--- src/rtl/load_unit_pkg.sv ---
// Shared types for the load path: load operation codes and the sequencer states.
package load_unit_pkg;

    localparam int XLEN          = 32;
    localparam int LOAD_OP_WIDTH = 3;

    // Codes follow funct3 so the LOADop doubles as a readable debug value.
    typedef enum logic [LOAD_OP_WIDTH-1:0] {
        LOAD_OP_LB  = 3'd0,
        LOAD_OP_LH  = 3'd1,
        LOAD_OP_LW  = 3'd2,
        LOAD_OP_LBU = 3'd4,
        LOAD_OP_LHU = 3'd5
    } load_op_t;

    typedef enum logic [1:0] {
        ST_IDLE = 2'd0,
        ST_REQ  = 2'd1,
        ST_DONE = 2'd2
    } state_t;

endpackage

--- src/rtl/load_unit_if.sv ---
// Data-bus read port. Handshake: a beat completes on a clock edge where
// mem_valid and mem_ready are both 1; mem_valid and mem_addr hold until then,
// and mem_rdata/mem_error are only meaningful in that same cycle.
interface load_unit_if
    import load_unit_pkg::*;
();
    logic            mem_valid;
    logic [XLEN-1:0] mem_addr;
    logic            mem_ready;
    logic [XLEN-1:0] mem_rdata;
    logic            mem_error;

    modport master (
        output mem_valid, mem_addr,
        input  mem_ready, mem_rdata, mem_error
    );

    modport slave (
        input  mem_valid, mem_addr,
        output mem_ready, mem_rdata, mem_error
    );
endinterface

--- src/rtl/load_decoder.sv ---
// Combinational load decode: funct3 (or forced LW for AMO/LR) to LOADop,
// plus the misalignment check against the low address bits.
module load_decoder
    import load_unit_pkg::*;
(
    input  logic [2:0] funct3,
    input  logic       amo_operation_load,
    input  logic [1:0] addr_lo,
    output load_op_t   load_op,
    output logic       is_load_unaligned
);

    always_comb begin
        load_op = LOAD_OP_LW;
        if (!amo_operation_load) begin
            case (funct3[1:0])
                2'b00:   load_op = funct3[2] ? LOAD_OP_LBU : LOAD_OP_LB;
                2'b01:   load_op = funct3[2] ? LOAD_OP_LHU : LOAD_OP_LH;
                default: load_op = LOAD_OP_LW;
            endcase
        end
    end

    always_comb begin
        is_load_unaligned = 1'b0;
        case (load_op)
            LOAD_OP_LH, LOAD_OP_LHU: is_load_unaligned = addr_lo[0];
            LOAD_OP_LW:              is_load_unaligned = (addr_lo != 2'b00);
            default:                 is_load_unaligned = 1'b0;
        endcase
    end

endmodule

--- src/rtl/load_unit.sv ---
// Sequential load unit: one request at a time, word-aligned bus read,
// byte/half/word extraction with sign/zero extension and trap reporting.
module load_unit
    import load_unit_pkg::*;
(
    input  logic             clk,
    input  logic             reset,
    input  logic             start,
    input  logic [2:0]       funct3,
    input  logic             amo_operation_load,
    input  logic [XLEN-1:0]  addr,
    output logic             busy,
    output logic [XLEN-1:0]  result,
    output logic             done,
    output logic             load_misaligned,
    output logic             load_access_fault,
    output state_t           dbg_state,
    load_unit_if.master      mem
);

    state_t          r_state;
    state_t          w_state_nxt;
    load_op_t        r_op;
    load_op_t        w_op;
    logic            w_unaligned;
    logic [XLEN-1:0] r_addr;
    logic [XLEN-1:0] r_result;
    logic            r_misaligned;
    logic            r_fault;
    logic [XLEN-1:0] w_shifted;
    logic [XLEN-1:0] w_load_data;

    load_decoder u_decoder (
        .funct3             (funct3),
        .amo_operation_load (amo_operation_load),
        .addr_lo            (addr[1:0]),
        .load_op            (w_op),
        .is_load_unaligned  (w_unaligned)
    );

    always_ff @(posedge clk) begin
        if (reset) r_state <= ST_IDLE;
        else       r_state <= w_state_nxt;
    end

    always_comb begin
        w_state_nxt = r_state;
        case (r_state)
            ST_IDLE: if (start) w_state_nxt = w_unaligned ? ST_DONE : ST_REQ;
            ST_REQ:  if (mem.mem_ready) w_state_nxt = ST_DONE;
            ST_DONE: w_state_nxt = ST_IDLE;
            default: w_state_nxt = ST_IDLE;
        endcase
    end

    // Halves are only reached when addr[0]=0, so shifting by 8*offset also
    // yields the 16*addr[1] half select.
    assign w_shifted = mem.mem_rdata >> {r_addr[1:0], 3'b000};

    always_comb begin
        w_load_data = w_shifted;
        case (r_op)
            LOAD_OP_LB:  w_load_data = {{24{w_shifted[7]}}, w_shifted[7:0]};
            LOAD_OP_LBU: w_load_data = {24'd0, w_shifted[7:0]};
            LOAD_OP_LH:  w_load_data = {{16{w_shifted[15]}}, w_shifted[15:0]};
            LOAD_OP_LHU: w_load_data = {16'd0, w_shifted[15:0]};
            default:     w_load_data = w_shifted;
        endcase
    end

    always_ff @(posedge clk) begin
        if (reset) begin
            r_addr       <= '0;
            r_op         <= LOAD_OP_LW;
            r_result     <= '0;
            r_misaligned <= 1'b0;
            r_fault      <= 1'b0;
        end else begin
            case (r_state)
                ST_IDLE: begin
                    if (start) begin
                        r_addr       <= addr;
                        r_op         <= w_op;
                        r_result     <= '0;
                        r_misaligned <= w_unaligned;
                        r_fault      <= 1'b0;
                    end
                end
                ST_REQ: begin
                    if (mem.mem_ready) begin
                        r_fault  <= mem.mem_error;
                        r_result <= mem.mem_error ? '0 : w_load_data;
                    end
                end
                ST_DONE: begin
                    // Trap flags only qualify the done cycle.
                    r_misaligned <= 1'b0;
                    r_fault      <= 1'b0;
                end
                default: ;
            endcase
        end
    end

    assign busy              = (r_state != ST_IDLE);
    assign done              = (r_state == ST_DONE);
    assign result            = r_result;
    assign load_misaligned   = r_misaligned;
    assign load_access_fault = r_fault;
    assign dbg_state         = r_state;
    assign mem.mem_valid     = (r_state == ST_REQ);
    assign mem.mem_addr      = {r_addr[XLEN-1:2], 2'b00};

endmodule
--- src/flat_wrapper.sv ---
// flat-port wrapper written by rule: the top's interface ports become plain ports
module load_unit_flat import load_unit_pkg::*;
  (clk, reset, start, funct3, amo_operation_load, addr, busy, result, done, load_misaligned, load_access_fault, dbg_state, mem_mem_valid, mem_mem_addr, mem_mem_ready, mem_mem_rdata, mem_mem_error);
  load_unit_if mem_i ();
  input  logic clk;
  input  logic reset;
  input  logic start;
  input  logic [2:0] funct3;
  input  logic amo_operation_load;
  input  logic [XLEN-1:0] addr;
  output logic busy;
  output logic [XLEN-1:0] result;
  output logic done;
  output logic load_misaligned;
  output logic load_access_fault;
  output state_t dbg_state;
  output wire logic [$bits(mem_i.mem_valid)-1:0] mem_mem_valid;
  output wire logic [$bits(mem_i.mem_addr)-1:0] mem_mem_addr;
  input wire logic [$bits(mem_i.mem_ready)-1:0] mem_mem_ready;
  input wire logic [$bits(mem_i.mem_rdata)-1:0] mem_mem_rdata;
  input wire logic [$bits(mem_i.mem_error)-1:0] mem_mem_error;
  assign mem_mem_valid = mem_i.mem_valid;
  assign mem_mem_addr = mem_i.mem_addr;
  assign mem_i.mem_ready = mem_mem_ready;
  assign mem_i.mem_rdata = mem_mem_rdata;
  assign mem_i.mem_error = mem_mem_error;
  load_unit u_core (.clk(clk), .reset(reset), .start(start), .funct3(funct3), .amo_operation_load(amo_operation_load), .addr(addr), .busy(busy), .result(result), .done(done), .load_misaligned(load_misaligned), .load_access_fault(load_access_fault), .dbg_state(dbg_state), .mem(mem_i));
endmodule
--- config.mk ---
export PLATFORM = sky130hd
export DESIGN_NAME = load_unit_flat
export DESIGN_NICKNAME = d
export VERILOG_FILES = /design/src/rtl/load_unit_pkg.sv /design/src/rtl/load_unit_if.sv /design/src/rtl/load_decoder.sv /design/src/rtl/load_unit.sv /design/src/flat_wrapper.sv
export SDC_FILE = /design/constraint.sdc
export NUM_CORES = 1
export LEC_CHECK = 0
export ABC_AREA = 1
export BUFFER_PORTS_ARGS = -buffer_cell sky130_fd_sc_hd__buf_2
export CORE_ASPECT_RATIO = 0.6
export CORE_MARGIN = 5
export CORE_UTILIZATION = 52
export CTS_BUF_LIST = sky130_fd_sc_hd__clkbuf_16
export CTS_CLUSTER_DIAMETER = 100
export CTS_CLUSTER_SIZE = 30
export DETAILED_ROUTE_END_ITERATION = 12
export GPL_ROUTABILITY_DRIVEN = 0
export PLACE_DENSITY = 0.95
export SETUP_SLACK_MARGIN = 0.1
export SYNTH_ARGS = -nofsm -noshare
export SYNTH_HDL_FRONTEND = slang
export SYNTH_SLANG_ARGS = --single-unit
export TNS_END_PERCENT = 20
--- constraint.sdc ---
create_clock -name clk -period 2.4 [get_ports clk]
set_input_delay 0.48 -clock clk [delete_from_list [all_inputs] [get_ports clk]]
set_output_delay 0.48 -clock clk [all_outputs]
set_load 0.02 [all_outputs]
==> results.cfg <==
[cells_and_area]
multiInputGateArea_um2 = 1670
seqCellArea_um2 = 1420
num-nets-final = 694
n_antenna_cell = 0
area_growth_pct = 20.7
drive_gt1_share_pct = 31.0
fill_cells = 587

[clocking]
cts_tree = built
clkSlewWorstSetupHoldPaths_ns = 0.06
cts.path.max_buffers = 2
insertion_delay_ns = 0.32
postCtsHoldBufs = 0
clkSinkCount = 71
htreeDepth = 3
cts_resized = 0
cts_setup_buffers = 0
cts_buffers = 9
clockRootBuffer = clkbuf_16

[critical_path]
crit_required_ns = 2.64
cp-start-kind = flip-flop
critPathMaxFanout = 20
cp.arrival_ns = 1.99
critPathKind = flip-flop to flip-flop
cp-end-kind = flip-flop

[synth]
synth-simple-area-share_pct = 27.4
synth_mux_area_share_pct = 0
ys_warn_count = 0
synth-compound-area-share_pct = 18.8
syn_avg_cell_area_um2 = 6.83
syn_area_um2 = 3590
yosys_register_bits = 71
synth_fa_ha_area_share_pct = 0
synthXorXnorAreaFrac_pct = 0
synth_cell_types = 26
synth_cells = 526
yosysSeqAreaShare_pct = 39.6
synth_top_family_by_area = simple AND/OR/NAND/NOR gates

[sta]
rsz0062_at_grt = false
timing.slew.headroom_pct = 61.1
tightest_slew_ns = 0.582
period_minus_slack_ns = 1.75
setup_viol = 0
slew_viol_final = 0
fmax_ghz = 0.570
fin_crit_sh_pct = 73.1
fin_skew_ns = 0.00860
finalHoldViolations = 0
setup-tns-final_ns = 0

[detailed_routing]
drt_iter0_drc = 321
via_count = 3662
firstDrtPassIters = 5
wirelength_um = 9930
viasPerCell = 5.14
antenna_left = 0
post_drt_wl_per_cell_um = 13.9
drc = 0

[power]
power_density_nw_per_um2 = 732
ir_worst_vdd_mv = 0.353
power.total_uw = 3170
leakage_uw = 0.00210

[place]
io_buffers = 141
hpwl_um = 7540

[grt]
grt_pass1_wl_um = 16100
first_global_vias = 3435
grt_max_degree = 39
globalRouteTotalUtil_pct = 22.4
grt_overflow = 0
antenna_found_initial = 0

[floorplan]
die_height_um = 74.4
die_area_um2 = 8720
rows = 23
die_w_um = 117
ios = 144
initial_core_util_pct = 53.6
core_area_um2 = 6710

[job]
drv_cap = 0

[hold_path]
worst_hold_path_type = input port to flip-flop

[outcome]
status = finished, final reports clean
[cells by family (layout without fill, tap and decap cells)]
kind of cell,after synthesis,in the layout
AOI/OAI and AO/OA,126,126
buffers and inverters,90,188
DFF,71,71
other,1,2
and+or+nand+nor,238,238
[layout make-up]
class                      instances  share of cell area [%]
multi-input combinational        366                    38.5
sequential                        71                    32.8
timing repair buffer             147                    17.3
clock buffer                       9                    5.20
tap                               87                    2.51
inverter                          26                    2.28
clock inverter                     6                    1.44
[placed cells by master (no fill, tap or decap), drive strengths merged]
cell    instances
buf           147
nand2         138
nor2           87
o21ai          71
dfxtp          71
a21oi          52
inv            24
nand3          11
clkbuf          9
clkinv          7
a211oi          2
conb            2
o21bai          1
nor3            1
or2             1
bufinv          1
[critical path, cell delays in order, from the launching register on]
cell and delay [ns]:
dfxtp_1 0.69, inv_2 0.22, nand3_2 0.16, nand3_4 0.17
nand3_4 0.20, nand2_1 0.09, a21oi_1 0.15
[worst paths after layout]
check                                      start                             end  slack, ns  cells past startpoint
hold reg to reg   u_core.result[11]$_SDFFE_PP0P_  u_core.result[11]$_SDFFE_PP0P_       0.46                      2
setup / recovery   u_core.r_addr[1]$_SDFFE_PP0P_  u_core.result[17]$_SDFFE_PP0P_       0.65                      6
setup reg to reg   u_core.r_addr[1]$_SDFFE_PP0P_  u_core.result[17]$_SDFFE_PP0P_       0.65                      6
hold / removal                           addr[6]   u_core.r_addr[6]$_SDFFE_PP0P_       0.41                      3
[synthesized netlist by cell type, drive strengths merged]
cell type / n / area [um^2]
nand2: 138 / 536
nor2: 87 / 347
dfxtp: 71 / 1420
o21ai: 71 / 355
a21oi: 52 / 298
buf: 50 / 357
inv: 24 / 90.1
clkbuf: 14 / 52.6
nand3: 11 / 90.1
a211oi: 2 / 15.0
clkinv: 2 / 8.75
conb: 1 / 3.75
nor3: 1 / 5.00
o21bai: 1 / 7.51
or2: 1 / 6.26
[state kept, by name, summed over array words and instances (netlist names)]
signal	cells
u_core.r_addr	32
u_core.dbg_state	2
u_core.result	32
u_core.r_op	3
u_core.load_access_fault	1
u_core.load_misaligned	1
[routing by layer]
layer  vias up  global-route usage (%)  routed length [um]
li1       1827                       -                   -
met1      1619                    29.9                4420
met3        12                    6.99                1040
met2       204                    35.4                4380
met5         -                       0                   0
met4         0                    6.69                  93
[power by group]
part           switching (uW)  internal (uW)  total [uW]  leakage, uW
sequential               42.2           1240        1290     0.000581
clock                     478            796        1270     0.000145
combinational             410            202         612      0.00137
[metrics by stage]
stage               instances  instance area [um^2]  hold WS [ns]  worst slack (ns)  util (%)
finish                    712                  4330         0.410             0.646      64.6
global route              712                  4330         0.410             0.469      64.6
CTS                       712                  4330         0.400             0.681      64.6
detailed placement        697                  4050         0.454             0.683      60.3
global placement          697                  4050         0.453             0.781      60.3
floorplan                 527                  3600         0.456             0.930         -
No activity file was read; power rests on OpenSTA's default activity.
